`src/rtl/mux_arb_pkg.sv`:
```
// Shared definitions for the 8-way round-robin arbiter: state encoding, sizes,
// and the round-robin winner search.
package mux_arb_pkg;

    localparam int NUM_REQ = 8;
    localparam int IDX_W   = 3;

    typedef enum logic [1:0] {
        IDLE    = 2'd0,
        GRANT   = 2'd1,
        RELEASE = 2'd2
    } state_e;

    // The loop runs downward so that the requester closest to ptr (smallest
    // offset) is the last to be assigned and therefore wins.
    function automatic logic [IDX_W-1:0] rr_pick(input logic [NUM_REQ-1:0] req,
                                                 input logic [IDX_W-1:0]   ptr);
        logic [IDX_W-1:0] idx;
        rr_pick = ptr;
        for (int k = NUM_REQ - 1; k >= 0; k--) begin
            idx = ptr + IDX_W'(k);
            if (req[idx]) begin
                rr_pick = idx;
            end
        end
    endfunction

endpackage

```
`src/rtl/mux_8x1.sv`:
```
// Plain 8-to-1 single-bit multiplexer.
module mux_8x1
    import mux_arb_pkg::*;
(
    input  logic [NUM_REQ-1:0] i,
    input  logic [IDX_W-1:0]   s,
    output logic               out
);

    assign out = i[s];

endmodule

```
`src/rtl/mux_arb_ctrl.sv`:
```
// Round-robin arbiter for 8 requesters with a bounded hold time, a one-cycle
// release gap between owners, and a data bit forwarded from the current owner.
module mux_arb_ctrl
    import mux_arb_pkg::*;
#(
    parameter int MAX_HOLD = 16
) (
    input  logic               clk,
    input  logic               rst_n,
    input  logic [NUM_REQ-1:0] req,
    input  logic               done,
    input  logic [NUM_REQ-1:0] data,
    output logic [NUM_REQ-1:0] gnt,
    output logic [IDX_W-1:0]   sel,
    output logic               busy,
    output logic               dout,
    output logic               timeout
);

    state_e               state_q, state_d;
    logic [NUM_REQ-1:0]   gnt_q, gnt_d;
    logic [IDX_W-1:0]     sel_q, sel_d;
    logic [IDX_W-1:0]     ptr_q, ptr_d;
    logic [7:0]           hold_cnt_q, hold_cnt_d;
    logic                 timeout_q, timeout_d;

    logic [IDX_W-1:0]     winner;
    logic                 hold_limit;
    logic                 mux_out;

    assign winner     = rr_pick(req, ptr_q);
    assign hold_limit = (hold_cnt_q == 8'(MAX_HOLD - 1));

    always_comb begin
        state_d    = state_q;
        gnt_d      = gnt_q;
        sel_d      = sel_q;
        ptr_d      = ptr_q;
        hold_cnt_d = hold_cnt_q;
        timeout_d  = 1'b0;

        case (state_q)
            IDLE, RELEASE: begin
                gnt_d = '0;
                if (req != '0) begin
                    state_d    = GRANT;
                    gnt_d      = NUM_REQ'(1) << winner;
                    sel_d      = winner;
                    ptr_d      = winner + IDX_W'(1);
                    hold_cnt_d = '0;
                end else begin
                    state_d = IDLE;
                end
            end
            GRANT: begin
                if (done || !req[sel_q] || hold_limit) begin
                    state_d   = RELEASE;
                    gnt_d     = '0;
                    // A forced release only counts if the owner still wanted the bus.
                    timeout_d = hold_limit && !done && req[sel_q];
                end else if (hold_cnt_q != 8'hFF) begin
                    hold_cnt_d = hold_cnt_q + 8'd1;
                end
            end
            default: begin
                state_d = IDLE;
                gnt_d   = '0;
            end
        endcase
    end

    always_ff @(posedge clk or negedge rst_n) begin
        if (!rst_n) begin
            state_q    <= IDLE;
            gnt_q      <= '0;
            sel_q      <= '0;
            ptr_q      <= '0;
            hold_cnt_q <= '0;
            timeout_q  <= 1'b0;
        end else begin
            state_q    <= state_d;
            gnt_q      <= gnt_d;
            sel_q      <= sel_d;
            ptr_q      <= ptr_d;
            hold_cnt_q <= hold_cnt_d;
            timeout_q  <= timeout_d;
        end
    end

    mux_8x1 u_mux (
        .i   (data),
        .s   (sel_q),
        .out (mux_out)
    );

    assign gnt     = gnt_q;
    assign sel     = sel_q;
    assign busy    = (state_q == GRANT);
    assign dout    = busy & mux_out;
    assign timeout = timeout_q;

endmodule

```
`config.mk`:
```
export PLATFORM = sky130hd
export DESIGN_NAME = mux_arb_ctrl
export DESIGN_NICKNAME = d
export VERILOG_FILES = /design/src/rtl/mux_arb_pkg.sv /design/src/rtl/mux_8x1.sv /design/src/rtl/mux_arb_ctrl.sv
export SDC_FILE = /design/constraint.sdc
export NUM_CORES = 1
export LEC_CHECK = 0
export ABC_AREA = 0
export BUFFER_PORTS_ARGS = -buffer_cell sky130_fd_sc_hd__buf_4
export CAP_MARGIN = 40
export CORE_MARGIN = 4
export CORE_UTILIZATION = 40
export CTS_BUF_LIST = sky130_fd_sc_hd__clkbuf_2
export DETAILED_ROUTE_END_ITERATION = 8
export PLACE_DENSITY = 0.61
export SYNTH_ARGS = -nofsm -noshare
export SYNTH_HDL_FRONTEND = slang
export SYNTH_HIERARCHICAL = 1
export SYNTH_SLANG_ARGS = --single-unit
```
`constraint.sdc`:
```
create_clock -name clk -period 4.7 [get_ports clk]
set_input_delay 0.47 -clock clk [delete_from_list [all_inputs] [get_ports clk]]
set_output_delay 0.47 -clock clk [all_outputs]
set_load 0.1 [all_outputs]
```
==> results of run 1 <==
==> final cells by class <==
class / instances / share of cell area [%]
multi-input combinational: 144 / 54.89
sequential: 25 / 26.85
timing repair buffer: 36 / 11.71
tap: 67 / 3.598
inverter: 13 / 2.095
clock buffer: 4 / 0.8593
==> synthesized netlist by cell type (2+ instances only) <==
library cell	count
o21a_1	2
nor3_1	4
a31oi_1	2
nor4_1	4
xnor2_2	2
nand2b_1	3
a32o_1	3
clkbuf_1	4
a21oi_2	2
and3_1	3
nand2_1	17
inv_1	11
dfrtp_1	25
nand3_1	2
o31ai_1	2
mux4_1	3
nor2_1	13
mux2i_2	2
or2_2	2
o21ai_1	2
mux2i_1	6
nand4_1	4
mux2_2	5
a21oi_1	7
ha_1	6
inv_2	2
mux4_2	11
o21ai_0	8
a22o_1	3
buf_2	3
xor2_1	7
==> final timing paths <==
check | start | endpoint | slack (ns)
worst max-delay path | ptr_q[0]$_DFFE_PN0P_ | ptr_q[2]$_DFFE_PN0P_ | 1.28
worst min-delay path | done | timeout$_DFF_PN0_ | 0.25
worst min register to register | hold_cnt_q[0]$_DFFE_PN0P_ | hold_cnt_q[0]$_DFFE_PN0P_ | 0.52
max in group asynchronous | rst_n | gnt[0]$_DFFE_PN0P_ | 3.95
min in group asynchronous | rst_n | hold_cnt_q[2]$_DFFE_PN0P_ | 0.51
worst max register to register | ptr_q[0]$_DFFE_PN0P_ | ptr_q[2]$_DFFE_PN0P_ | 1.28
==> per-stage QoR <==
step                instances  area (sq um)  utilization (%)  setup WS, ns  hold slack (ns)
CTS                       289          2330            48.68         1.282           0.2431
global placement          284          2300            48.05         1.359           0.3890
detailed placement        284          2300            48.05         1.323           0.3895
finish                    289          2330            48.68         1.278           0.2538
global route              289          2330            48.68        0.9693           0.2319
floorplan                 190          1994                -         1.673           0.1744
==> cells by family (layout without fill, tap and decap cells) <==
kind of cell               Yosys count  in the layout  share of synthesized area, %
xor gates and xnor gates             9              9                         4.705
DFF                                 25             25                         31.37
buffers and inverters               21             53                         4.517
adders and majority gates            6              6                         3.764
and+or+nand+nor                     58             58                         14.37
muxes                               29             29                         25.47
AOI/OAI and AO/OA                   42             42                         15.81
==> metal layers <==
metal  share of wire (%)  up-vias  track usage (%)
li1                    -      783                -
met1                  48      802            21.84
met3                 3.2        4            2.064
met4                0.83        0            4.720
met2                  48       30            25.55
met5                   0        -                0
==> what timing repair did <==
action	CTS	global route
setup endpoints to repair	0	0
hold buffers	1	0
hold endpoints to repair	25	0
==> flip-flops by register name (all words and copies together) (netlist names) <==
name        cells
gnt             8
hold_cnt_q      8
ptr_q           3
sel             3
state_q         2
timeout         1
==> results.yml, run 1 <==
run_status:
  status: "completed"
yosys:
  yosysWarnings: 6
  ys.flop_type: "dfrtp_1"
  synth_edf_count: 0
  async_reset_ff_share_pct: 100.0
  synthCells: 190
  ys_seq_area_share_pct: 31.37
  synth_area_leaders: "dfrtp_1 (31%), mux4_2 (12%), mux4_1 (4.0%), ha_1 (3.8%), nand2_1 (3.2%)"
  syn-cell-area_sq_um: 1994
  syn_avg_cell_area_sq_um: 10.50
  syn-num-nets: 215
  synthDistinctLibCells: 51
  synth_top_area_cell: "dfrtp_1"
  ys_ff_latch: 25
  synth_top_area_share_pct: 31.37
setup_path:
  critPathRequiredTime_ns: 4.96
  critPathTopFamily: "compound AO/OA/AOI/OAI gates"
  start_kind: "flop"
  crit_path_cell_trace: "inv_1 > ha_1 > mux4_1 > a221oi_1 > a31oi_1 > a31oi_1 > nand2_1 > a32o_1 > inv_2 > ha_1 > nand2_1 > o21ai_0"
  worstPathArrival_ns: 3.68
  cpPeakStageDelay_ns: 0.74
  ff2ff_path_depth: 12
  critPathKind: "flop to flop"
  end_kind: "flop"
  cp_slowest_cell: "dfrtp_1"
  path_max_fanout: 12
  cp.depth: 12
  cp_num_buf_inv: 2
floorplanning:
  fp.dieH_um: 78.61
  die_w_um: 78.61
  initial_core_util_pct: 41.67
  ios: 33
  rows: 25
  dieArea_sq_um: 6180
  core_area_sq_um: 4786
timing:
  worst_pin_slew_ns: 0.5417
  slew-limit-headroom_pct: 63.89
  slew_violations: 0
  finalHoldViolCount: 0
  rsz0062_at_grt: "false"
  timing.final.crit_share_pct: 72.81
  fmax_ghz: 0.2922
  layout_min_cycle_time_ns: 3.422
  finalSetupTns_ns: 0
  skew_ns: 0.005864
  setup_viol: 0
routing:
  drt-total-wl_mm: 4.579
  routedWlPerCell_um: 15.84
  drc: 0
  first_iter_violations: 244
  firstDrtPassIters: 4
  routed_via_density: 5.602
  ant_nets: 0
  routed-via-count: 1619
finish:
  layout.area.seq_sq_um: 625.6
  drive_gt1_share_pct: 31.53
  mostFrequentLayoutCell: "buf_4"
  areaGrowthSynthToFinish_pct: 16.81
  fin_nets: 248
  num_antenna_cells: 0
  final_cell_mix: "buf_4 (35), dfrtp_1 (25), nand2_1 (17)"
  multi_input_area_sq_um: 1279
  fillers: 475
min_path:
  min_path_cells: 2
  hp-class: "input port to flop"
clock_tree:
  clock_sink_count: 25
  cts_tree: "yes"
  clk_latency_ns: 0.35
  path_clk_slew_ns: 0.23
  clockBufferDepth: 2
  h-tree-depth: 1
  numCtsBuffers: 3
  cts_root_buf: "clkbuf_2"
  cts_setup_buffers: 0
  cts-resized-gates: 0
grt:
  grt_pass1_vias: 1638
  grt_pass1_wl_mm: 7.859
  grt_max_degree: 26
  grt_usage_pct: 15.74
  grt_overflow: 0
  antenna_found_initial: 0
placement:
  gp_congestion: 0.8572
  hpwl_mm: 3.388
  numPortBuffers: 32
job:
  cap_violations: 0
Power of run 1 is left out: the tool's default activity adds up to more than one toggle a clock period on the data nets, which glitch-free logic cannot reach.
==> run 2: changes to the inputs <==
- ABC_AREA: 0 -> 1
- PLACE_DENSITY: 0.61 -> 0.63
- clock period: 4.7 -> 3.1 ns (I/O delays scaled with it)
==> run 2 against run 1 <==
Sequential share of layout area up 0.14 points. Non-clock buffer count up 2. Cell count up 42%. Largest cell class unchanged. Clock-buffer cell count down 1. First-iteration DRC count down 57%. Routed wire length up 3.3%. Critical endpoint unchanged. Via count up 24%.
==> results.yml, run 2 <==
setup_path:
  r2r-end: "ptr_q[2]$_DFFE_PN0P_"
  critPathKind: "flop to flop"
  worstPathArrival_ns: 2.95
  start_kind: "flop"
  ff2ff_path_depth: 20
  crit_start: "ptr_q[0]$_DFFE_PN0P_"
  rrSetupSlack_ns: 0.39
  end_kind: "flop"
  reg2reg_from: "ptr_q[0]$_DFFE_PN0P_"
  critPathRequiredTime_ns: 3.34
  path_max_fanout: 10
finish:
  fin_nets: 368
  fillers: 490
  mostFrequentLayoutCell: "nand2_1"
  drive_gt1_share_pct: 20.47
  areaGrowthSynthToFinish_pct: 18.75
  final_cell_mix: "nand2_1 (98), nand3_1 (43), inv_1 (42)"
  layout.area.seq_sq_um: 626.9
  multi_input_area_sq_um: 1109
  num_antenna_cells: 0
min_path:
  hold-path-endpoint: "timeout$_DFF_PN0_"
  min_path_cells: 3
  hp-class: "input port to flop"
  min-delay-start: "done"
yosys:
  yosysWarnings: 6
  ys_ff_latch: 25
  synthCells: 304
  synth_top_area_cell: "dfrtp_1"
  syn-cell-area_sq_um: 1956
  synth_area_leaders: "dfrtp_1 (32%), nand2_1 (19%), nand3_1 (11%), inv_1 (8.1%), ha_1 (3.8%)"
  yosysMostFrequentCell: "nand2_1"
  ys.flop_type: "dfrtp_1"
  ys_seq_area_share_pct: 31.99
  synthDistinctLibCells: 28
  async_reset_ff_share_pct: 100.0
  synthTopCellsByCount: "nand2_1 (98), nand3_1 (43), inv_1 (42)"
  synth_edf_count: 0
  syn-num-nets: 329
  syn_avg_cell_area_sq_um: 6.433
  synth_top_area_share_pct: 31.99
clock_tree:
  h-tree-depth: 1
  path_clk_slew_ns: 0.27
  clk_latency_ns: 0.36
  clock_sink_count: 25
  cts_tree: "yes"
  cts_root_buf: "clkbuf_2"
  numCtsBuffers: 3
  clockBufferDepth: 2
grt:
  grt_max_degree: 26
  grt_pass1_wl_mm: 8.452
  grt_overflow: 0
  grt_usage_pct: 16.71
  grt_pass1_vias: 1881
  antenna_found_initial: 0
routing:
  first_iter_violations: 106
  firstDrtPassIters: 6
  ant_nets: 0
  routedWlPerCell_um: 11.56
  drt-total-wl_mm: 4.730
  routed_via_density: 4.897
  routed-via-count: 2003
  drc: 0
timing:
  skew_ns: 0.02011
  rsz0062_at_grt: "false"
  slew-limit-headroom_pct: 43.76
  finalSetupTns_ns: 0
  layout_min_cycle_time_ns: 2.714
  slew_violations: 0
  worst_pin_slew_ns: 0.8405
  finalHoldViolCount: 0
  setup_viol: 0
  fmax_ghz: 0.3685
  timing.final.crit_share_pct: 87.54
placement:
  gp_congestion: 0.9612
  numPortBuffers: 32
  hpwl_mm: 3.649
floorplanning:
  rows: 25
  ios: 33
  die_w_um: 77.92
  initial_core_util_pct: 41.40
  dieArea_sq_um: 6072
  fp.dieH_um: 77.92
  core_area_sq_um: 4723
job:
  cap_violations: 0
run_status:
  status: "completed"
## run 2: kinds of logic after synthesis
logic type                 synth area share [%]
AOI/OAI and AO/OA                         9.724
xor gates and xnor gates                  1.728
adders and majority gates                 3.839
buffers and inverters                     11.71
DFF                                       31.99
and+or+nand+nor                           41.01
## run 2: layout make-up
| type | count | area share, % |
|---|---|---|
| clock buffer | 3 | 0.6466 |
| clock inverter | 1 | 0.3772 |
| inverter | 51 | 8.244 |
| multi-input combinational | 224 | 47.74 |
| sequential | 25 | 26.99 |
| tap | 67 | 3.610 |
| timing repair buffer | 38 | 12.39 |
## run 2: timing repair
action                                 CTS  global route
buffers inserted                         0             4
endpoints found under the hold margin   25             0
hold buffers                             1             0
resized for setup                        0             2
setup endpoints to repair                0             7
## run 2: how the worst max path moves through the flow
stage / end / slack (ns) / cells past startpoint
after global placement: ptr_q[2]$_DFFE_PN0P_ / 0.29 / 20
after global routing: ptr_q[2]$_DFFE_PN0P_ / 0.01 / 20
after floorplan: dout / 0.43 / 8
after detailed placement: ptr_q[2]$_DFFE_PN0P_ / 0.24 / 20
after CTS: ptr_q[2]$_DFFE_PN0P_ / 0.17 / 20
final: ptr_q[2]$_DFFE_PN0P_ / 0.39 / 20
## run 2: critical path: stages (launching register included)
cell	delay (ns)
dfrtp_2	0.52
inv_2	0.17
ha_2	0.35
inv_2	0.12
nand3_1	0.11
nand3_1	0.14
nand2_1	0.09
nand2_1	0.07
nand2_1	0.05
nand2_1	0.05
nand2_1	0.04
nand2_1	0.06
nand2_1	0.06
nand2_1	0.05
nand2_1	0.05
nand2_2	0.11
inv_1	0.08
nor2_2	0.10
ha_1	0.22
nand2_1	0.06
o21ai_0	0.08
## run 2: per-layer routing
layer | vias to the layer above | wire length [um] | global-route usage (%) | part of all wire (%)
met1 | 882 | 2313 | 23.24 | 49
met2 | 72 | 2032 | 25.68 | 43
met3 | 10 | 310 | 3.248 | 6.6
li1 | 1039 | - | - | -
met5 | - | 0 | 0 | 0
met4 | 0 | 73 | 5.944 | 1.5
## run 2: metrics by stage
step	area, sq um	util, %	std cells	setup slack, ns	hold WS [ns]
2_1_floorplan	1961	-	304	0.4324	0.01441
5_1_grt	2322	49.17	409	0.01447	0.1473
3_3_place_gp	2255	47.74	400	0.2879	0.2316
4_1_cts	2288	48.45	405	0.1736	0.1792
6_report	2322	49.17	409	0.3862	0.2114
3_5_place_dp	2255	47.74	400	0.2358	0.2314
Power of run 2 is left out for the same reason.
